$ cat src/rtl/seq_pkg.sv
// Shared encodings for the pattern generator and the sequence detectors it drives.
package seq_pkg;

  typedef enum logic [1:0] {
    ST_IDLE = 2'd0,
    ST_SEND = 2'd1,
    ST_GAP  = 2'd2,
    ST_DONE = 2'd3
  } state_t;

  localparam logic [4:0] DEF_PATTERN = 5'b11011;

endpackage

$ cat src/rtl/pattern_shift_reg.sv
// PISO holding the stored pattern plus a working copy shifted out MSB-first.
// The serial output is registered and returns to 0 on any cycle with no bit to send.
module pattern_shift_reg #(
  parameter int               PAT_W   = 5,
  parameter logic [PAT_W-1:0] DEF_PAT = 5'b11011
) (
  input  logic             clk,
  input  logic             rst_n,
  input  logic             load,
  input  logic [PAT_W-1:0] pattern_in,
  input  logic             reload,
  input  logic             shift,
  output logic             sdo
);

  logic [PAT_W-1:0] pat_reg;
  logic [PAT_W-1:0] sh;
  logic [PAT_W-1:0] src;

  // A load in the same cycle as a reload feeds the new pattern straight through.
  assign src = load ? pattern_in : pat_reg;

  always_ff @(posedge clk or negedge rst_n) begin
    if (!rst_n) begin
      pat_reg <= DEF_PAT;
      sh      <= '0;
      sdo     <= 1'b0;
    end else begin
      if (load) pat_reg <= pattern_in;
      if (reload) begin
        sdo <= src[PAT_W-1];
        sh  <= {src[PAT_W-2:0], 1'b0};
      end else if (shift) begin
        sdo <= sh[PAT_W-1];
        sh  <= {sh[PAT_W-2:0], 1'b0};
      end else begin
        sdo <= 1'b0;
      end
    end
  end

endmodule

$ cat src/rtl/seq_pattern_gen.sv
// Serial pattern transmitter: repeats a stored pattern MSB-first with optional idle gaps.
//   state | meaning
//   IDLE  | waiting for start; pattern may be loaded
//   SEND  | shifting pattern bits, idx = bit on x
//   GAP   | idle gap between repeats
//   DONE  | one-cycle completion pulse
module seq_pattern_gen
  import seq_pkg::*;
#(
  parameter int               PAT_W   = 5,
  parameter logic [PAT_W-1:0] DEF_PAT = PAT_W'(DEF_PATTERN),
  parameter int               REP_W   = 4,
  parameter int               GAP_W   = 3
) (
  input  logic             clk,
  input  logic             rst_n,
  input  logic             load_pat,
  input  logic [PAT_W-1:0] pattern_in,
  input  logic             start,
  input  logic [REP_W-1:0] reps_in,
  input  logic [GAP_W-1:0] gap_in,
  input  logic             stop,
  output logic             x,
  output logic             valid,
  output logic             busy,
  output logic             done
);

  localparam int               IDX_W   = $clog2(PAT_W);
  localparam logic [IDX_W-1:0] IDX_MAX = IDX_W'(PAT_W - 1);

  state_t           state;
  logic [IDX_W-1:0] idx;
  logic [REP_W-1:0] rep_cnt;
  logic [GAP_W-1:0] gap_lat;
  logic [GAP_W-1:0] gap_cnt;
  logic             cont;

  logic start_ok, load_ok, aborting, pat_end, more, reload, shift;

  always_comb begin
    start_ok = (state == ST_IDLE) && start && !stop;
    load_ok  = (state == ST_IDLE) && load_pat;
    aborting = stop && ((state == ST_SEND) || (state == ST_GAP));
    pat_end  = (state == ST_SEND) && (idx == '0);
    more     = cont || (rep_cnt != REP_W'(1));
    reload   = !aborting && (start_ok
                             || (pat_end && more && (gap_lat == '0))
                             || ((state == ST_GAP) && (gap_cnt == '0)));
    shift    = !aborting && (state == ST_SEND) && (idx != '0);
  end

  pattern_shift_reg #(
    .PAT_W  (PAT_W),
    .DEF_PAT(DEF_PAT)
  ) u_shift (
    .clk       (clk),
    .rst_n     (rst_n),
    .load      (load_ok),
    .pattern_in(pattern_in),
    .reload    (reload),
    .shift     (shift),
    .sdo       (x)
  );

  always_ff @(posedge clk or negedge rst_n) begin
    if (!rst_n) begin
      state   <= ST_IDLE;
      idx     <= '0;
      rep_cnt <= '0;
      gap_lat <= '0;
      gap_cnt <= '0;
      cont    <= 1'b0;
      valid   <= 1'b0;
      busy    <= 1'b0;
      done    <= 1'b0;
    end else begin
      done <= 1'b0;
      case (state)
        ST_IDLE: begin
          if (start_ok) begin
            rep_cnt <= reps_in;
            cont    <= (reps_in == '0);
            gap_lat <= gap_in;
            idx     <= IDX_MAX;
            state   <= ST_SEND;
            valid   <= 1'b1;
            busy    <= 1'b1;
          end
        end
        ST_SEND: begin
          if (stop) begin
            state <= ST_IDLE;
            valid <= 1'b0;
            busy  <= 1'b0;
          end else if (idx != '0) begin
            idx <= idx - IDX_W'(1);
          end else if (more) begin
            if (!cont) rep_cnt <= rep_cnt - REP_W'(1);
            if (gap_lat != '0) begin
              // Gap counts down to zero inclusive, so preload one less.
              gap_cnt <= gap_lat - GAP_W'(1);
              state   <= ST_GAP;
              valid   <= 1'b0;
            end else begin
              idx <= IDX_MAX;
            end
          end else begin
            state <= ST_DONE;
            valid <= 1'b0;
            busy  <= 1'b0;
            done  <= 1'b1;
          end
        end
        ST_GAP: begin
          if (stop) begin
            state <= ST_IDLE;
            busy  <= 1'b0;
          end else if (gap_cnt == '0) begin
            idx   <= IDX_MAX;
            state <= ST_SEND;
            valid <= 1'b1;
          end else begin
            gap_cnt <= gap_cnt - GAP_W'(1);
          end
        end
        ST_DONE: state <= ST_IDLE;
        default: state <= ST_IDLE;
      endcase
    end
  end

endmodule

$ cat config.mk
export PLATFORM = sky130hd
export DESIGN_NAME = seq_pattern_gen
export DESIGN_NICKNAME = d
export VERILOG_FILES = /design/src/rtl/seq_pkg.sv /design/src/rtl/pattern_shift_reg.sv /design/src/rtl/seq_pattern_gen.sv
export SDC_FILE = /design/constraint.sdc
export NUM_CORES = 1
export LEC_CHECK = 0
export CORE_MARGIN = 4
export CORE_UTILIZATION = 40
export CTS_BUF_LIST = sky130_fd_sc_hd__clkbuf_8
export CTS_CLUSTER_SIZE = 20
export DETAILED_ROUTE_END_ITERATION = 12
export PLACE_DENSITY = 0.66
export SLEW_MARGIN = 20
export SYNTH_ARGS = -nofsm -noshare
export SYNTH_HDL_FRONTEND = slang
export SYNTH_HIERARCHICAL = 1
export SYNTH_SLANG_ARGS = --single-unit
$ cat constraint.sdc
create_clock -name clk -period 4.8 [get_ports clk]
set_input_delay 1.44 -clock clk [delete_from_list [all_inputs] [get_ports clk]]
set_output_delay 1.44 -clock clk [all_outputs]
set_load 0.005 [all_outputs]
Yosys cells after proc, flatten, opt, wreduce, memory -nomap -nowiden
Cells that the tools add are included. Widths: inputs -> output; s select.

Flip-flop bits (word level): 30. Latch bits: 0. RAM bits: 0. Memory bits (read-only): 0. Logic and storage cells: 122. Memories kept: 0.

Add/subtract/negate cells: 4. Multiply operators: 0. Divide/modulo/power cells: 0. Order comparisons: 0. Equal/unequal tests: 20. Shift-type cells: 0. Mux-type cells: 51. Bitwise gates (word level): 0. Reductions and logical operators: 35.

Operators by type and width (count): $mux 3 (13); $mux 4 (5); $mux 1 (17); $ne 2x2->1 const B (8); $mux 5 (3); $mux 2 (7); $reduce_and 7->1 (2); $reduce_and 6->1 (2); $logic_and 1x1->1 (11); $logic_not 3->1 (3); $ne 3x3->1 const B (3); $pmux 3 s3 (1); $reduce_bool 3->1 (3); $sub 3x1->3 const B (3); $pmux 2 s4 (1); $pmux 4 s2 (1); $ne 3x2->1 const B (2); $pmux 1 s3 (2); $pmux 3 s2 (1); $reduce_bool 2->1 (3); $reduce_and 5->1 (1); $eq 2x2->1 const B (2); $logic_not 4->1 (1); $logic_or 1x1->1 (4); other kinds (9) (11).

Longest topological paths before layout
Depth in word-level cells: 8. Depth in mapped cells: 9.

By module
Netlist, hierarchy kept.

Modules (own cells, without submodules): seq_pattern_gen (instances 1, cells an instance 126, area an instance 1218.7 um2, sequential area each 475.5 um2); pattern_shift_reg (instances 1, cells an instance 26, area an instance 412.9 um2, sequential area each 255.2 um2).

Least setup slack after synthesis
OpenSTA, ideal clock, no wires.

Kind: input -> register. Start: input stop. End: register u_shift.sh[2]. Data arrival time: 2.697 ns. Data required time: 4.675 ns. Slack: 1.979 ns. Cell stages on the path: 5. Cell sequence: buf_2 > nand3b_1 > a32oi_1 > buf_1 > mux2_2.

Longest elaborated chain between the ends: 6.

Ends and longest elaborated chain: start: declaration (line seq_pattern_gen.sv:22) `input logic stop,`; $logic_not 1->1 (line seq_pattern_gen.sv:42) `start_ok = (state == ST_IDLE) && start && !stop;`; $logic_and 1x1->1 (line seq_pattern_gen.sv:42); $logic_or 1x1->1 (line seq_pattern_gen.sv:48) `|| (pat_end && more && (gap_lat == '0))`; $logic_or 1x1->1 (line seq_pattern_gen.sv:49) `|| ((state == ST_GAP) && (gap_cnt == '0)));`; $logic_and 1x1->1 (*) (line seq_pattern_gen.sv:47) `reload = !aborting && (start_ok`; named net reload (line seq_pattern_gen.sv:39) `logic start_ok, load_ok, aborting, pat_end, more, reload, shift;`; $mux 5 or $reduce_bool 2->1 (tied branches); end signal: assignment (line pattern_shift_reg.sv:32) `sh <= {src[PAT_W-2:0], 1'b0};`; end signal: assignment (line pattern_shift_reg.sv:35) `sh <= {sh[PAT_W-2:0], 1'b0};`; end: declaration (line pattern_shift_reg.sv:17) `logic [PAT_W-1:0] sh;`.

Mark *: on every way through the listed nets, which the timed path passes. The rest lies on a longest branch. A chain may end at the register's enable or synchronous reset.

Final worst setup path
Start: input stop. End: register u_shift.sh[3].

Same word-level chain as after synthesis.

==> flow_summary_export.csv <==
group,metric,value,unit
run_status,status,"completed",
logic_synthesis,netlist_area,1630,µm²
floorplanning,die-area,5160,µm²
setup_path,r2r_slack,2210,ps
power_and_ir_drop,p_leak,0.815,nW
clocking,post_cts_buffers,0,
setup_path,critical_path_class,"in2reg",
clocking,cts_root_buffer,"clkbuf_8",
routing,drt-initial-drc-count,36,
logic_synthesis,syn_inst,152,
setup_path,cp.required,4970,ps
setup_path,regToRegEndpoint,"u_shift/sh[3]$_DFFE_PN0P_",
timing,fmax,293,MHz
routing,post_drt_wl_per_cell,16.1,µm
setup_path,slowest_delay,660,ps
setup_path,r2r-start,"state[1]$_DFFE_PN0P_",
timing,tns,0,ps
timing,setup_viol,0,
logic_synthesis,yosysTopAreaCell,"dfrtp_1",
logic_synthesis,synth-seq-area-share,44.8,%
logic_synthesis,syn_avg_cell_area,10.7,µm²
min_path,hp-class,"reg2reg",
logic_synthesis,netlist_top_cells_area,"dfrtp_1 (38%), mux2_2 (12%), dfstp_2 (6.4%), ha_1 (5.4%), o21ai_0 (3.4%)",
power_and_ir_drop,ir_worst_vdd,273,µV
logic_synthesis,synth_common_cells,"dfrtp_1 (25), mux2_2 (18), nand2_1 (12), o21ai_0 (11), a21oi_1 (9)",
setup_path,worstRegToRegCells,6,
setup_path,cpMaxStageDelayCell,"a32oi_1",
floorplanning,core,3800,µm²
logic_synthesis,synth_cell_types,44,
routing,drtPass1Iterations,4,
logic_synthesis,synth_top_area_share,38.3,%
logic_synthesis,yosysMostFrequentCell,"dfrtp_1",
finish,syn_to_final_growth,21.9,%
placement,dpl.cell_count,215,
logic_synthesis,synth-edff-count,0,
grt,grt_max_degree,30,
routing,vias_per_cell,5.61,
timing,worst_pin_slew,660,ps
finish,drive_above_1_share,21.7,%
clocking,htreeDepth,2,
timing,min_period,3420,ps
logic_synthesis,yosys_warnings,6,
placement,gp_congestion,0.761,
grt,grt_pass1_wl,6400,µm
power_and_ir_drop,totalPowerFinal,1.32,mW
routing,vias,1250,
logic_synthesis,ys.flop_type,"dfrtp_1",
power_and_ir_drop,powerDensity,661,nW/µm²
finish,diodes,0,
timing,maxSlewViolCount,0,
finish,final_nets,198,
clocking,cts_tree,"yes",
setup_path,setup.worst_path.end_class,"flop",
timing,rsz0062_at_grt,"false",
routing,drc_errors,0,
routing,wl,3600,µm
timing,fin_skew,6.03,ps
clocking,clk_pin_slew,70,ps
grt,grt_overflow,0,
run,drv_cap,0,
clocking,cts.sinks,29,
clocking,cts_resized,0,
grt,grt_pass1_vias,1381,
setup_path,worstPathMaxFanout,11,
min_path,holdCritStartpoint,"u_shift/sh[4]$_DFFE_PN0P_",
floorplanning,dieHeight,71.9,µm
clocking,cts_buffers,5,
clocking,postCtsHoldBufs,0,
min_path,hold_depth,1,
floorplanning,rows,22,
placement,numPortBuffers,20,
routing,ant_nets,0,
finish,instances_no_fill,223,
clocking,clk-insertion-delay-late,280,ps
min_path,holdPathEnd,"u_shift/sdo$_DFF_PN0_",
floorplanning,start_util,43.0,%
finish,largest_register_ffs,5,
finish,n_fill_cell,347,
setup_path,crit_arrival,3580,ps
setup_path,path_cells,"clkdlybuf4s50_1 > nand3b_1 > a32oi_1 > mux2_2",
logic_synthesis,async_reset_ff_share,100,%
logic_synthesis,synth_nets,176,
grt,grt_util_all_layers,15.9,%
floorplanning,num_io_pins,21,
clocking,cts_buffer_depth,2,
logic_synthesis,ys_ff_latch,29,
timing,fin_crit_sh,71.2,%
floorplanning,fp.dieW,71.9,µm
grt,grt_antenna_before_repair,0,
placement,hpwl,2660,µm
timing,slew-limit-headroom,56.0,%
setup_path,worstSetupStartpointType,"primary input",
timing,hold_viol_final,0,
## layout by cell type (no fill, tap or decap), drive strengths merged, types with 2 or more instances in the layout
cell type       n
o41ai           2
clkbuf          6
nor3b           2
nand2b          2
mux2i           4
ha              7
a221oi          2
nand2          12
nor4b           2
clkdlybuf4s50  20
nand4           3
mux2           18
dfstp           4
nor4            2
a21oi           9
dfrtp          25
nor3            7
nor2            5
o21ai          11
or4             3
a21o            2
inv             9
## kinds of logic after synthesis
logic type               after synthesis  share of synthesized area (%)
AO/OA/AOI/OAI                         36                           16.0
adder cells (fa/ha/maj)                7                           5.37
buffers and inverters                 15                           3.91
flip-flops                            29                           44.8
multiplexers                          22                           14.9
AND/OR/NAND/NOR                       43                           15.0
## report_power, final
part / internal (mW) / total [mW] / switching, mW
clock: 0.169 / 0.263 / 0.0944
sequential: 0.369 / 0.471 / 0.101
combinational: 0.288 / 0.582 / 0.294
## how the worst max path moves through the flow
stage / to / slack, ps / start / cells past startpoint
after detailed placement: u_shift/sh[3]$_DFFE_PN0P_ / 1120 / stop / 4
after global placement: u_shift/sh[4]$_DFFE_PN0P_ / 1170 / stop / 4
after CTS: u_shift/sh[3]$_DFFE_PN0P_ / 1410 / stop / 4
final: u_shift/sh[3]$_DFFE_PN0P_ / 1380 / stop / 4
after floorplan: u_shift/sh[2]$_DFFE_PN0P_ / 1980 / stop / 5
after global routing: u_shift/sh[2]$_DFFE_PN0P_ / 1210 / stop / 4
## worst max-delay path: cells and delay by family
family / cells / cell delay, ps
buf+inv: 1 / 620
simple gates: 1 / 450
mux: 1 / 410
compound gates: 1 / 660
## through the flow
step	worst slack (ps)	hold WS [ps]	instance area [µm²]	util, %
floorplan	1980	462	1630	-
detailed placement	1120	477	1870	49.2
global placement	1170	471	1870	49.2
CTS	1410	493	1990	52.4
global route	1210	539	1990	52.4
finish	1380	493	1990	52.4
## layout make-up
cell class                 instances  area (µm²)  share of cell area [%]
clock buffer                       6        82.6                    4.15
clock inverter                     2        37.5                    1.89
inverter                           9        33.8                    1.70
multi-input combinational        108         837                    42.1
sequential                        29         731                    36.7
timing repair buffer              21         208                    10.4
tap                               48        60.1                    3.02
## metal layers
| metal | routed length (µm) | global-route usage [%] | vias to the layer above |
|---|---|---|---|
| met5 | 0 | 0 | - |
| met4 | 23 | 5.43 | 0 |
| met3 | 187 | 6.87 | 2 |
| met2 | 1750 | 25.4 | 29 |
| met1 | 1640 | 19.1 | 613 |
| li1 | - | - | 606 |
No activity file was read; power rests on OpenSTA's default activity.
